**src/rtl/rename_regfile_mp_pkg.sv**
```systemverilog
// Shared definitions for the multi-port rename register file.
// Holds default widths, the ROB tag type and common constants.
package rename_regfile_mp_pkg;

  localparam int DEF_XLEN  = 32;
  localparam int DEF_ROB_W = 4;

  localparam logic [DEF_XLEN-1:0] ZERO_WORD = 32'h0000_0000;

  typedef logic [DEF_ROB_W-1:0] rob_tag_t;
  localparam rob_tag_t ZERO_ROB = 4'h0;

  localparam logic TRUE  = 1'b1;
  localparam logic FALSE = 1'b0;

endpackage

```
**src/rtl/rename_regfile_mp_read_port.sv**
```systemverilog
// rf_read_port: one operand read port of the rename register file.
// Looks up value/tag/busy for idx and overrides value/busy when a valid
// commit in this same cycle retires the current producer of idx.
// Ports:
//   idx                      register index to read
//   value_flat/tag_flat/busy_flat  current register state, flattened
//   cm_valid/cm_reg/cm_rob/cm_value commit ports (higher index = younger)
//   value/tag/busy           operand outputs (combinational)
module rf_read_port
  import rename_regfile_mp_pkg::*;
#(
  parameter int XLEN  = DEF_XLEN,
  parameter int NREG  = 32,
  parameter int REG_W = $clog2(NREG),
  parameter int ROB_W = DEF_ROB_W,
  parameter int NCM   = 1
) (
  input  logic [REG_W-1:0]      idx,
  input  logic [NREG*XLEN-1:0]  value_flat,
  input  logic [NREG*ROB_W-1:0] tag_flat,
  input  logic [NREG-1:0]       busy_flat,
  input  logic [NCM-1:0]        cm_valid,
  input  logic [NCM*REG_W-1:0]  cm_reg,
  input  logic [NCM*ROB_W-1:0]  cm_rob,
  input  logic [NCM*XLEN-1:0]   cm_value,
  output logic [XLEN-1:0]       value,
  output logic [ROB_W-1:0]      tag,
  output logic                  busy
);

  logic [XLEN-1:0]  value_s;
  logic [ROB_W-1:0] tag_s;
  logic             busy_s;

  // Lookup plus commit bypass; later (younger) ports overwrite earlier ones.
  always_comb begin
    value_s = value_flat[idx*XLEN +: XLEN];
    tag_s   = tag_flat[idx*ROB_W +: ROB_W];
    busy_s  = busy_flat[idx];
    for (int i = 0; i < NCM; i++) begin
      if (busy_flat[idx] && cm_valid[i] &&
          (cm_reg[i*REG_W +: REG_W] == idx) &&
          (cm_rob[i*ROB_W +: ROB_W] == tag_flat[idx*ROB_W +: ROB_W])) begin
        value_s = cm_value[i*XLEN +: XLEN];
        busy_s  = FALSE;
      end else begin
        busy_s  = busy_s;
      end
    end
  end

  assign value = value_s;
  assign tag   = tag_s;
  assign busy  = busy_s;

endmodule

```
**src/rtl/rename_regfile_mp.sv**
```systemverilog
// rename_regfile_mp: architectural register file plus rename table with
// NRD read ports and NCM in-order commit ports.
// Ports:
//   clk, rst (sync, active-high), rdy (global enable)
//   rd_idx / rd_value / rd_rob / rd_busy   operand read ports
//   disp_valid / disp_reg / disp_rob       destination claim from dispatch
//   cm_valid / cm_reg / cm_rob / cm_value  commit ports (higher = younger)
//   flush                                   clears all busy bits and tags
module rename_regfile_mp
  import rename_regfile_mp_pkg::*;
#(
  parameter int XLEN  = DEF_XLEN,
  parameter int NREG  = 32,
  parameter int REG_W = $clog2(NREG),
  parameter int ROB_W = DEF_ROB_W,
  parameter int NRD   = 2,
  parameter int NCM   = 1
) (
  input  logic                  clk,
  input  logic                  rst,
  input  logic                  rdy,
  input  logic [NRD*REG_W-1:0]  rd_idx,
  output logic [NRD*XLEN-1:0]   rd_value,
  output logic [NRD*ROB_W-1:0]  rd_rob,
  output logic [NRD-1:0]        rd_busy,
  input  logic                  disp_valid,
  input  logic [REG_W-1:0]      disp_reg,
  input  logic [ROB_W-1:0]      disp_rob,
  input  logic [NCM-1:0]        cm_valid,
  input  logic [NCM*REG_W-1:0]  cm_reg,
  input  logic [NCM*ROB_W-1:0]  cm_rob,
  input  logic [NCM*XLEN-1:0]   cm_value,
  input  logic                  flush
);

  logic [NREG*XLEN-1:0]  value_flat_s;
  logic [NREG*ROB_W-1:0] tag_flat_s;
  logic [NREG-1:0]       busy_flat_s;

  for (genvar r = 0; r < NREG; r++) begin : g_reg
    if (r == 0) begin : g_zero
      // x0 has no storage: always zero, never busy.
      assign value_flat_s[0 +: XLEN]  = {XLEN{FALSE}};
      assign tag_flat_s[0 +: ROB_W]   = {ROB_W{FALSE}};
      assign busy_flat_s[0]           = FALSE;
    end else begin : g_live
      logic [XLEN-1:0]  value_d, value_q;
      logic [ROB_W-1:0] tag_d, tag_q;
      logic             busy_d, busy_q;
      logic             cm_hit_s, cm_match_s;
      logic [XLEN-1:0]  cm_val_s;

      // Gather commits to this register: youngest value, any tag match.
      always_comb begin
        cm_hit_s   = FALSE;
        cm_match_s = FALSE;
        cm_val_s   = value_q;
        for (int i = 0; i < NCM; i++) begin
          if (cm_valid[i] && (cm_reg[i*REG_W +: REG_W] == REG_W'(r))) begin
            cm_hit_s = TRUE;
            cm_val_s = cm_value[i*XLEN +: XLEN];
            if (cm_rob[i*ROB_W +: ROB_W] == tag_q) begin
              cm_match_s = TRUE;
            end else begin
              cm_match_s = cm_match_s;
            end
          end else begin
            cm_hit_s = cm_hit_s;
          end
        end
      end

      // Next state with priority rst > flush > dispatch > commit.
      always_comb begin
        value_d = value_q;
        tag_d   = tag_q;
        busy_d  = busy_q;
        if (rst) begin
          value_d = {XLEN{FALSE}};
          tag_d   = {ROB_W{FALSE}};
          busy_d  = FALSE;
        end else if (rdy) begin
          // Commit values land even under flush; only busy/tag are cleared.
          if (cm_hit_s) begin
            value_d = cm_val_s;
          end else begin
            value_d = value_q;
          end
          if (flush) begin
            tag_d  = {ROB_W{FALSE}};
            busy_d = FALSE;
          end else if (disp_valid && (disp_reg == REG_W'(r))) begin
            tag_d  = disp_rob;
            busy_d = TRUE;
          end else if (cm_match_s) begin
            busy_d = FALSE;
          end else begin
            busy_d = busy_q;
          end
        end else begin
          busy_d = busy_q;
        end
      end

      // Per-register state flops.
      always_ff @(posedge clk) begin
        value_q <= value_d;
        tag_q   <= tag_d;
        busy_q  <= busy_d;
      end

      assign value_flat_s[r*XLEN +: XLEN]  = value_q;
      assign tag_flat_s[r*ROB_W +: ROB_W]  = tag_q;
      assign busy_flat_s[r]                = busy_q;
    end
  end

  for (genvar p = 0; p < NRD; p++) begin : g_rd
    rf_read_port #(
      .XLEN(XLEN), .NREG(NREG), .REG_W(REG_W), .ROB_W(ROB_W), .NCM(NCM)
    ) u_rd (
      .idx        (rd_idx[p*REG_W +: REG_W]),
      .value_flat (value_flat_s),
      .tag_flat   (tag_flat_s),
      .busy_flat  (busy_flat_s),
      .cm_valid   (cm_valid),
      .cm_reg     (cm_reg),
      .cm_rob     (cm_rob),
      .cm_value   (cm_value),
      .value      (rd_value[p*XLEN +: XLEN]),
      .tag        (rd_rob[p*ROB_W +: ROB_W]),
      .busy       (rd_busy[p])
    );
  end

endmodule

```
**config.mk**
```make
export PLATFORM = sky130hd
export DESIGN_NAME = rename_regfile_mp
export DESIGN_NICKNAME = d
export VERILOG_FILES = /design/src/rtl/rename_regfile_mp_pkg.sv /design/src/rtl/rename_regfile_mp_read_port.sv /design/src/rtl/rename_regfile_mp.sv
export SDC_FILE = /design/constraint.sdc
export NUM_CORES = 2
export LEC_CHECK = 0
export ABC_AREA = 1
export BUFFER_PORTS_ARGS = -buffer_cell sky130_fd_sc_hd__clkbuf_2
export CORE_UTILIZATION = 25
export CTS_BUF_LIST = sky130_fd_sc_hd__clkbuf_8
export CTS_CLUSTER_SIZE = 12
export DETAILED_ROUTE_END_ITERATION = 10
export PLACE_DENSITY_LB_ADDON = 0.2
export SETUP_SLACK_MARGIN = 0.05
export SLEW_MARGIN = 15
export SYNTH_ARGS = -nofsm -noshare
export SYNTH_HDL_FRONTEND = slang
export SYNTH_SLANG_ARGS = --single-unit
```
**constraint.sdc**
```tcl
create_clock -name clk -period 2.42 [get_ports clk]
set_input_delay 0.242 -clock clk [delete_from_list [all_inputs] [get_ports clk]]
set_output_delay 0.242 -clock clk [all_outputs]
set_load 0.05 [all_outputs]
```
==> impl_results.md <==
* Largest net degree at the start of global routing at 95
* Post-route clock period utilization at 149%
* Vias in the first global route at 65900
* Reg-to-reg critical path startpoint: g_reg[20].g_live.tag_q[3]
* Fin worst setup slack at -1.18 ns
* Post-synth EDFFs at 0
* First-pass GRT wire length at 458000 um
* Placed Cells at around 13000
* Clock skew at 0.0701 ns
* Pwr Density at 621 nW/um2
* CTS Buf Count at approximately 210
* Hold_sp: disp_rob[0]
* Clock Root Buffer: clkbuf_8
* Skew-Pair Late Insertion Delay at slightly above 1 ns
* TritonCTS clock tree: built
* TritonRoute pass-1 iters at 8
* Sequential share of the synthesized area at a little under two fifths
* Yosys reg bits at 1147
* Core ar. at approximately 250000 um2
* Layout area overhead at 30.0%
* Yosys cell types at 43
* Synth Instances at 9289
* Max Fclk at 278 MHz
* Hold EP: g_reg[11].g_live.tag_q[0]
* Vias/cell at 5.39
* Global route total overflow at 0
* WP data required at 2.18 ns
* Hold Worst Slack at just under 0.08 ns
* H-tree levels at 4
* Ys flop type: dfxtp_1
* Sink Count at 1147
* Rows at 182
* Post-Syn Area at 62200 um2
* Commonest non-fill, non-tap cells in the layout: o21ai_0, a21oi_1, dfxtp_1
* Slew HR at 42.6%
* Initial antenna violation count at 7
* Synth Net Count at slightly above 9000
* Die area at 251000 um2
* Port buffer count at 139
* DP Area at roughly 73000 um2
* Die width at 501 um
* Worst reg-to-reg setup slack at 0.63 ns
* Max-cap violations at 0
* Worst R2R End: g_reg[20].g_live.busy_q
* Tightest Pin Transition at about 0.86 ns
* Failing checks: setup timing
* Peak supply drop at 0.000411 V
* CTS Buffer Depth at 3
* Max-slew violation count at 0
* Worst path arrival time at 3.36 ns
* Nets at 9608
* Pleak at 30.9 nW
* Worst-path maximum fanout at 6
* Initial core utilization at 25.2%
* Final RePlAce weighted congestion at 0.907
* HP Class: in -> reg
* Final Routed Wirelength at 317000 um
* Outcome: finished with violations
* Startpoint types: register
* Ys Warns at 0
* Starting DRT DRC Count at 7148
* # DRC at 0
* Per-cell routed wire length at 24.3 um
* Min cycle time layout at ~3.6 ns
* Hold Vio Cnt, Final at 0
* Avg Cell Area, Syn at 6.70 um2
* Routed Antenna Nets at 0
* Chip height at 501 um
* Post-layout instance area at between 80000 and 90000 um2
* Share of cells above drive strength 1 at around 18%
* Critical path type: reg -> out
* Setup WS pre-CTS at -1.05 ns
* Crit path capture type: output pin
* IO Pins at 140
* R2R depth at 8
* Clk slew on worst S/H paths at 0.06 ns
* Hold path depth at 4
* Most common cell after layout, fill and taps aside: o21ai_0
* Asr flop ratio synth at 0%
* Via Count at 70300
* Layout Cells excl Fill at approximately 13000
* Final HPWL DP at roughly 200000 um
* Tot GR Track Use at 24.4%
* Setup violators final at 74
* RSZ-0062 raised after global routing: yes
-- kinds of logic after synthesis --
logic type,synth area share [%]
compound gates,36.0
flops,36.9
simple gates,15.0
buf+inv,10.4
xor+xnor,1.73
-- metal layers --
metal / vias up / routed length [um] / track usage, %
met5: - / 14 / 0
met4: 2 / 17900 / 12.8
met3: 722 / 22300 / 3.92
met2: 3031 / 144000 / 39.3
met1: 33600 / 133000 / 31.1
li1: 33000 / - / -
-- layout make-up --
| cell class | instances | area, um2 |
|---|---|---|
| Timing Repair Buffer | 1038 | 12400 |
| Inverter | 591 | 2280 |
| Multi-Input combinational cell | 6552 | 34100 |
| Fill cell | 26100 | 166000 |
| Tap cell | 3312 | 4140 |
| Antenna cell | 11 | 27.5 |
| Clock buffer | 295 | 4060 |
| Sequential cell | 1147 | 23100 |
| Clock inverter | 104 | 778 |
-- flip-flops by register name (all words and copies together), names as in the netlist --
| name | flops |
|---|---|
| g.g_live.value_q | 992 |
| g.g_live.tag_q | 124 |
| g.g_live.busy_q | 31 |
-- synthesized netlist by cell type (all sizes together) (68+ instances only) --
cell,count,share of area [%]
a21oi,1872,15
a31oi,71,0.71
buf,361,3.0
clkbuf,638,3.9
dfxtp,1147,37
inv,590,3.6
nand2,859,5.2
nand3,794,6.4
nand4,86,0.87
nor2,312,1.9
o211ai,107,1.3
o21ai,2141,17
xor2,68,0.96
-- report_power, final --
part           switching (W)  total, W  internal, W
sequential          0.000213    0.0194       0.0192
combinational        0.00606   0.00954      0.00348
clock                0.00968    0.0213       0.0116
-- per-stage QoR --
| step | setup TNS [ns] | util [%] | total power (W) |
|---|---|---|---|
| final | -70.40 | 32.8 | 0.0502 |
| after global routing | -80.78 | 32.8 | 0.0520 |
| after CTS | -77.92 | 32.4 | 0.0503 |
| after detailed placement | -41.85 | 29.6 | 0.0284 |
| after global placement | -43.71 | 29.6 | 0.0284 |
| after floorplan | 0 | - | 0.0242 |
-- timing repair --
item,CTS,global route
buffers inserted,23,14
pin swaps,34,69
hold buffers,59,1
gates cloned,5,6
endpoints found under the setup margin,74,82
resized for setup,304,274
endpoints found under the hold margin,910,9
-- worst max-delay path: stages, from the launching register on --
cell and delay [ns]:
dfxtp_2 0.33, inv_1 0.06, nand2_1 0.06, nand3_1 0.07
nand3_1 0.11, nand3_1 0.13, nand3_4 0.12, nand2_2 0.07
nand2_1 0.06, nand2_2 0.07, nor2_4 0.24, buf_12 0.16
nand3_4 0.15, buf_12 0.22, buf_12 0.14, nor2b_4 0.15
clkbuf_16 0.17
-- how the worst max path moves through the flow --
stage,from,end,slack [ns],cells after the start
2_1_floorplan,rd_idx[6],rd_value[33],0.05,14
3_5_place_dp,rd_idx[5],rd_value[33],-1.05,18
5_1_grt,g_reg[3].g_live.busy_q,rd_value[35],-1.31,17
3_3_place_gp,rd_idx[5],rd_value[33],-1.08,18
4_1_cts,g_reg[11].g_live.tag_q[1],rd_value[33],-1.27,16
6_report,g_reg[7].g_live.tag_q[3],rd_busy[1],-1.18,16
Note: power is estimated with default switching activity, not from simulation.
